$ cat config.mk
export PLATFORM = sky130hd
export DESIGN_NAME = receiver
export DESIGN_NICKNAME = d
export VERILOG_FILES = /design/src/rtl/receiver_pkg.sv /design/src/rtl/rx_hold_reg.sv /design/src/rtl/receiver.sv
export SDC_FILE = /design/constraint.sdc
export NUM_CORES = 1
export LEC_CHECK = 0
export ABC_AREA = 1
export BUFFER_PORTS_ARGS = -buffer_cell sky130_fd_sc_hd__buf_4
export CAP_MARGIN = 20
export CORE_MARGIN = 2
export CORE_UTILIZATION = 50
export CTS_CLUSTER_DIAMETER = 40
export DETAILED_ROUTE_END_ITERATION = 7
export GPL_TIMING_DRIVEN = 0
export PLACE_DENSITY = 0.76
export SYNTH_ARGS = -nofsm -noshare
export SYNTH_HDL_FRONTEND = slang
export SYNTH_SLANG_ARGS = --single-unit
$ cat constraint.sdc
create_clock -name clk -period 3.45 [get_ports clk]
set_input_delay 0.69 -clock clk [delete_from_list [all_inputs] [get_ports clk]]
set_output_delay 0.69 -clock clk [all_outputs]
set_load 0.1 [all_outputs]
$ cat src/rtl/receiver_pkg.sv
// rtl/receiver_pkg.sv - shared packet type, state encoding and constants for the serial receiver
package receiver_pkg;

  localparam int PACKET_BITS = 40;
  localparam int CNT_BITS    = 6;
  localparam int COUNT_BITS  = 8;

  localparam logic [CNT_BITS-1:0] CNT_LAST = CNT_BITS'(PACKET_BITS - 1);

  typedef logic [PACKET_BITS-1:0] packet_t;

  typedef enum logic [1:0] {
    ST_IDLE = 2'd0,
    ST_DATA = 2'd1,
    ST_STOP = 2'd2
  } rx_state_t;

  localparam packet_t AUDIO_REQ_PKT = 40'h0700000000;

endpackage

$ cat src/rtl/rx_hold_reg.sv
// rtl/rx_hold_reg.sv - one-entry valid/ready holding register with sticky overrun and packet counter
module rx_hold_reg
  import receiver_pkg::*;
(
  input  logic                  clk,
  input  logic                  rst,
  input  logic                  pkt_valid,
  input  packet_t               pkt_data,
  output packet_t               out_data,
  output logic                  out_valid,
  input  logic                  out_ready,
  output logic                  overrun,
  output logic [COUNT_BITS-1:0] pkt_count
);

  logic accept;
  logic load;

  assign accept = out_valid & out_ready;
  // A slot frees up in the same cycle the consumer takes the held packet.
  assign load   = pkt_valid & (~out_valid | out_ready);

  always_ff @(posedge clk) begin
    if (rst) begin
      out_data  <= '0;
      out_valid <= 1'b0;
      overrun   <= 1'b0;
      pkt_count <= '0;
    end else begin
      if (load) begin
        out_data  <= pkt_data;
        out_valid <= 1'b1;
        pkt_count <= pkt_count + COUNT_BITS'(1);
      end else if (accept) begin
        out_valid <= 1'b0;
      end
      if (pkt_valid & ~load) begin
        overrun <= 1'b1;
      end
    end
  end

endmodule

$ cat src/rtl/receiver.sv
// rtl/receiver.sv - serial start-bit framed 40-bit packet receiver
// Optional stop-bit check enabled by defining RX_STOP_CHECK_EN.
module receiver
  import receiver_pkg::*;
(
  input  logic                   clk,
  input  logic                   rst,
  input  logic                   sin,
  output logic [PACKET_BITS-1:0] out_data,
  output logic                   out_valid,
  input  logic                   out_ready,
  output logic                   overrun,
  output logic                   frame_error,
  output logic [COUNT_BITS-1:0]  pkt_count
);

`ifdef RX_STOP_CHECK_EN
  localparam int SHIFT_BITS = PACKET_BITS;
`else
  // Last bit goes straight to the holding register, so the top bit is never stored.
  localparam int SHIFT_BITS = PACKET_BITS - 1;
`endif

  rx_state_t             state;
  logic [CNT_BITS-1:0]   bit_cnt;
  logic [SHIFT_BITS-1:0] shift_q;
  packet_t               shift_next;
  logic                  deliver;
  packet_t               deliver_data;

  assign shift_next = {shift_q[PACKET_BITS-2:0], sin};

`ifdef RX_STOP_CHECK_EN
  logic frame_error_q;

  assign deliver      = (state == ST_STOP) && !sin;
  assign deliver_data = shift_q;
  assign frame_error  = frame_error_q;
`else
  assign deliver      = (state == ST_DATA) && (bit_cnt == CNT_LAST);
  assign deliver_data = shift_next;
  assign frame_error  = 1'b0;
`endif

  always_ff @(posedge clk) begin
    if (rst) begin
      state   <= ST_IDLE;
      bit_cnt <= '0;
      shift_q <= '0;
`ifdef RX_STOP_CHECK_EN
      frame_error_q <= 1'b0;
`endif
    end else begin
`ifdef RX_STOP_CHECK_EN
      frame_error_q <= 1'b0;
`endif
      case (state)
        ST_IDLE: begin
          if (sin) begin
            state   <= ST_DATA;
            bit_cnt <= '0;
          end
        end
        ST_DATA: begin
          shift_q <= shift_next[SHIFT_BITS-1:0];
          bit_cnt <= bit_cnt + CNT_BITS'(1);
          if (bit_cnt == CNT_LAST) begin
`ifdef RX_STOP_CHECK_EN
            state <= ST_STOP;
`else
            state <= ST_IDLE;
`endif
          end
        end
`ifdef RX_STOP_CHECK_EN
        ST_STOP: begin
          state         <= ST_IDLE;
          frame_error_q <= sin;
        end
`endif
        default: state <= ST_IDLE;
      endcase
    end
  end

  rx_hold_reg u_hold (
    .clk       (clk),
    .rst       (rst),
    .pkt_valid (deliver),
    .pkt_data  (deliver_data),
    .out_data  (out_data),
    .out_valid (out_valid),
    .out_ready (out_ready),
    .overrun   (overrun),
    .pkt_count (pkt_count)
  );

endmodule

# Yosys cells after proc, flatten, opt, wreduce, memory -nomap -nowiden
# Index checks and enable logic that the tools add are counted.
[word_totals] rom_bits=0 regBits=97 latch_bits=0 memories=0 ram_bits=0
[op_classes] magnitude_cmp=0 mux=7 shifts=0 reduce_logical=6 n_div=0 n_addsub=2 n_bitwise=6 eq_ne=4 mul=0
[ops] cell="one-hot mux 6 bit (2 select lines)" n=1
[ops] cell="adder 8 x 1 -> 8 bit, second input constant" n=1
[ops] cell="adder 6 x 1 -> 6 bit, second input constant" n=1
[ops] cell="equality test 6 bit, second input constant" n=1
[ops] cell="2-to-1 mux 6 bit" n=1
[ops] cell="2-to-1 mux 2 bit" n=2
[ops] cell="one-hot mux 2 bit (2 select lines)" n=1
[ops] cell="AND reduction 2 bit" n=2
[ops] cell="nonzero test 2 bit" n=2
[ops] cell="AND 1 bit" n=3
[ops] cell="equality test 2 x 1 -> 1 bit, second input constant" n=1
[ops] cell="logical NOT 2 bit" n=1
[ops] cell="2-to-1 mux 1 bit" n=2
[ops] cell="!= test 2 x 1 -> 1 bit, second input constant" n=1
[ops] cell="!= test 2 bit, second input constant" n=1
[ops] cell="NOT 1 bit" n=2
[ops] cell="logical AND 1 bit" n=1
[ops] cell="OR 1 bit" n=1

# Depth between registers and ports, before layout
[logic_depth] word_depth=5 depth_mapped=7 depth_no_buf=7

# Cells and area by module
# A second synthesis with hierarchy kept.
[unflattened] cells_unflattened=456 hier_area_um2=3539.6
[modules_own_cells] mod="rx_hold_reg" n_inst=1 seq_area_each_um2=1001.0 area_per_inst_um2=1848.0 cells_each=238
[modules_own_cells] mod="receiver" n_inst=1 seq_area_each_um2=920.9 area_per_inst_um2=1691.6 cells_each=218

# Worst setup path after synthesis
# No wires, ideal clock.
[synth_path] path_type="flip-flop to flip-flop" start="register u_hold.out_valid" end="register u_hold.pkt_count[4]" synth_period_minus_slack_ns=1.957 required_time_ns=3.383 n_path_buf=1 path_stages_with_launch=8 arrival_time_ns=1.890 path_slack_ns=1.493 cell_sequence="dfxtp_1 inv_1 nor2_2 inv_1 nand2_2 buf_2 nand2_1 a21oi_2"
[synth_via] elab_chain_cells=3
[synth_lines] element="start, declared" line_no="rx_hold_reg.sv:10" source="output logic out_valid,"
[synth_lines] element="start signal, assigned" line_no="rx_hold_reg.sv:26" source="out_valid <= 1'b0;"
[synth_lines] element="start signal, assigned" line_no="rx_hold_reg.sv:32" source="out_valid <= 1'b1;"
[synth_lines] element="start signal, assigned" line_no="rx_hold_reg.sv:35" source="out_valid <= 1'b0;"
[synth_lines] element="NOT 1 bit" line_no="rx_hold_reg.sv:21" source="assign load = pkt_valid & (~out_valid | out_ready);"
[synth_lines] element="OR 1 bit" line_no="rx_hold_reg.sv:21"
[synth_lines] element="AND 1 bit" line_no="rx_hold_reg.sv:21"
[synth_lines] element="end signal, assigned" line_no="rx_hold_reg.sv:33" source="pkt_count <= pkt_count + COUNT_BITS'(1);"
[synth_lines] element="end, declared" line_no="rx_hold_reg.sv:13" source="output logic [COUNT_BITS-1:0] pkt_count"
# No other way between the ends.
# A chain may end at the register's enable or synchronous reset.

# Worst setup path in the final report
[layout_path] start="register u_hold.pkt_count[2]" end="output port pkt_count[2]"
[layout_lines] element="end, declared" line_no="receiver.sv:14" source="output logic [COUNT_BITS-1:0] pkt_count"
# No word-level cell between the ends.

==> impl_metrics.json <==
{
  "r2r_setup_slack_ps": 1830,
  "ys_warn_count": 0,
  "ir_drop_v": 0.0003502,
  "cp.required_ps": 2760,
  "slowest_stage": "dfxtp_1",
  "finalSetupTns_ps": 0,
  "start_util_pct": 51.84,
  "power_leakage_nw": 1.690,
  "synthMostInstantiatedCell": "nand2_1",
  "postCtsResizedCells": 0,
  "cap_violations": 0,
  "hold_path.class": "flip-flop to flip-flop",
  "ant_nets": 0,
  "die_h_um": 87.93,
  "netlist_instances": 450,
  "placed_area_um2": 4033,
  "holdCritStartpoint": "u_hold.out_data[29]",
  "postCtsSetupBuffers": 0,
  "wire_per_inst_um": 12.08,
  "relSlewSlack_pct": 66.50,
  "cts.clk_slew.worst_paths_ps": 90,
  "met2_usage_pct": 32.78,
  "cts_tree": "done",
  "cellPowerDensity_nw_per_um2": 488.6,
  "cts_buffer_depth": 2,
  "r2r_start": "bit_cnt[1]",
  "path_max_fanout": 5,
  "cts_root_buffer": "clkbuf_8",
  "h-tree-depth": 3,
  "antenna_cells": 0,
  "outcome": "completed",
  "hold-path-cell-count": 2,
  "seq_area_frac_synth_pct": 54.56,
  "io_pins": 55,
  "synth_area_leaders": "dfxtp_1, nand2_1, nor2_1, a21oi_1, o21ai_0",
  "fmaxAchievable_mhz": 559.6,
  "setup_violations": 0,
  "max_slew.worst_pin.slew_ps": 502.4,
  "busiest_layer": "met2",
  "synth_xor_area_share_pct": 0.7460,
  "yosys.area_share.simple_pct": 24.62,
  "synth_compound_area_share_pct": 13.46,
  "yosysTopAreaCellShare_pct": 54.56,
  "insertion_delay_ps": 360,
  "synth_edf_count": 0,
  "antenna_found_initial": 0,
  "critPathTopFamily": "flip-flops",
  "crit_type": "flip-flop to output pin",
  "fin_nets": 519,
  "min_to": "u_hold.out_data[29]",
  "drc": 0,
  "syn2layout_area_growth_pct": 20.71,
  "fillCellCount": 618,
  "place_congestion": 0.7800,
  "io_buffer_count": 52,
  "via_count": 3011,
  "synth_top_cell_by_area": "dfxtp_1",
  "overflow": 0,
  "cpPeakStageDelay_ps": 420,
  "grtUsageTotal_pct": 20.49,
  "finalCritPeriodShare_pct": 51.79,
  "synth_top_family_by_area": "simple AND/OR/NAND/NOR gates",
  "arrival_ps": 1100,
  "ys_ff_latch": 96,
  "fp.dieW_um": 87.93,
  "cts.sinks": 96,
  "first_iter_violations": 115,
  "period_needed_ps": 1787,
  "layout-drive-gt1-share_pct": 16.63,
  "path_buf_inv": 1,
  "cts_made_buffers": 9,
  "syn-cell-area_um2": 3522,
  "rows": 30,
  "core_area_um2": 6794,
  "hold_buffers": 0,
  "use_met1_pct": 27.39,
  "grt_pass1_wl_mm": 12.39,
  "rr_endpoint": "u_hold.pkt_count[4]",
  "grt_pass1_vias": 2686,
  "cp-end-kind": "output pin",
  "slew_viol_final": 0,
  "fin_area_um2": 4252,
  "ys_async_sr_fraction_pct": 0,
  "syn_area_per_cell_um2": 7.827,
  "path_cells": "buf_4",
  "synth-main-ff-cell": "dfxtp_1",
  "hpwl_mm": 5.026,
  "multi_input_area_um2": 1396,
  "fin_skew_ps": 8.725,
  "seqCellArea_um2": 1922,
  "die_area_um2": 7732,
  "rsz0062_at_grt": "false",
  "dr.pass1.iters": 4,
  "synth_common_cells": "nand2_1, dfxtp_1, nor2_1, a21oi_1, o21ai_0",
  "hold_violations": 0,
  "grtUsageMet3_pct": 3.299,
  "synth_fp_nets": 456,
  "grt_max_degree": 16,
  "ys_types": 27,
  "ff2ff_path_depth": 7,
  "synthAdderAreaFrac_pct": 0.7105,
  "start_kind": "flip-flop",
  "drt_wl_total_mm": 7.405,
  "synthMuxAreaShare_pct": 0,
  "via_per_inst": 4.912
}
worst max-delay path by stage:
stage,cells after the start,to,slack (ps),start
finish,1,pkt_count[2],1660,u_hold.pkt_count[2]
global route,1,pkt_count[0],1620,u_hold.pkt_count[0]
CTS,1,pkt_count[2],1650,u_hold.pkt_count[2]
detailed placement,7,u_hold.pkt_count[4],1550,out_ready
global placement,7,u_hold.out_data[23],1550,out_ready
floorplan,7,u_hold.pkt_count[4],1490,u_hold.out_valid
tightest hold or removal path, cell delays in order, from the launching register on:
cell and delay [ps]:
dfxtp_1 320, nand2_1 60, a21oi_1 50
cell families after synthesis:
group           count (synthesis)
flops                          96
simple gates                  214
fa+ha+maj                       2
other cells                     1
xor+xnor                        3
compound gates                 93
buf+inv                        41
flip-flops by register name, summed over array words and instances, names as in the netlist:
| name | count |
|---|---|
| u_hold.overrun | 1 |
| u_hold.out_data | 40 |
| u_hold.pkt_count | 8 |
| state | 1 |
| bit_cnt | 6 |
| u_hold.out_valid | 1 |
| shift_q | 39 |
cell type report:
class / instances / area share, %
plain buffers: 29 / 3.737
clock inverters: 5 / 1.913
flip-flops and latches: 96 / 45.20
inverters: 12 / 1.059
multi-input cells: 313 / 32.84
repair buffers: 52 / 9.182
well taps: 96 / 2.825
clock buffers: 10 / 3.237
cell usage in the layout, fill, tap and decap left out, drive strengths merged, types with 2 or more instances in the layout:
cell type	instances
nand2	107
dfxtp	96
nor2	89
buf	63
a21oi	52
o21ai	39
clkbuf	28
inv	12
nand3	9
nor3	6
xor2	3
ha	2
bufinv	2
clkinv	2
metrics by stage:
| stage | setup slack (ps) | utilization (%) | power [W] | std cells | hold WS, ps |
|---|---|---|---|---|---|
| after floorplan | 1493 | - | 0.001269 | 450 | 435.4 |
| after global placement | 1545 | 59.36 | 0.001293 | 598 | 454.8 |
| after detailed placement | 1550 | 59.36 | 0.001298 | 598 | 457.4 |
| after CTS | 1652 | 62.58 | 0.002085 | 613 | 471.0 |
| after global routing | 1624 | 62.58 | 0.002152 | 613 | 484.5 |
| final | 1663 | 62.58 | 0.002077 | 613 | 467.5 |
layer usage:
layer | part of all wire, % | routed length [um] | vias to the layer above
li1 | - | - | 1558
met1 | 49 | 3628 | 1389
met2 | 46 | 3401 | 52
met3 | 3.1 | 233 | 12
met4 | 1.9 | 142 | 0
met5 | 0 | 0 | -
report_power, final:
part	total (W)	internal (W)	switching, W
registers	0.00117	0.00114	0.0000250
logic	0.000106	0.0000318	0.0000739
clock network	0.000803	0.000424	0.000378
(Power assumes the default switching activity.)
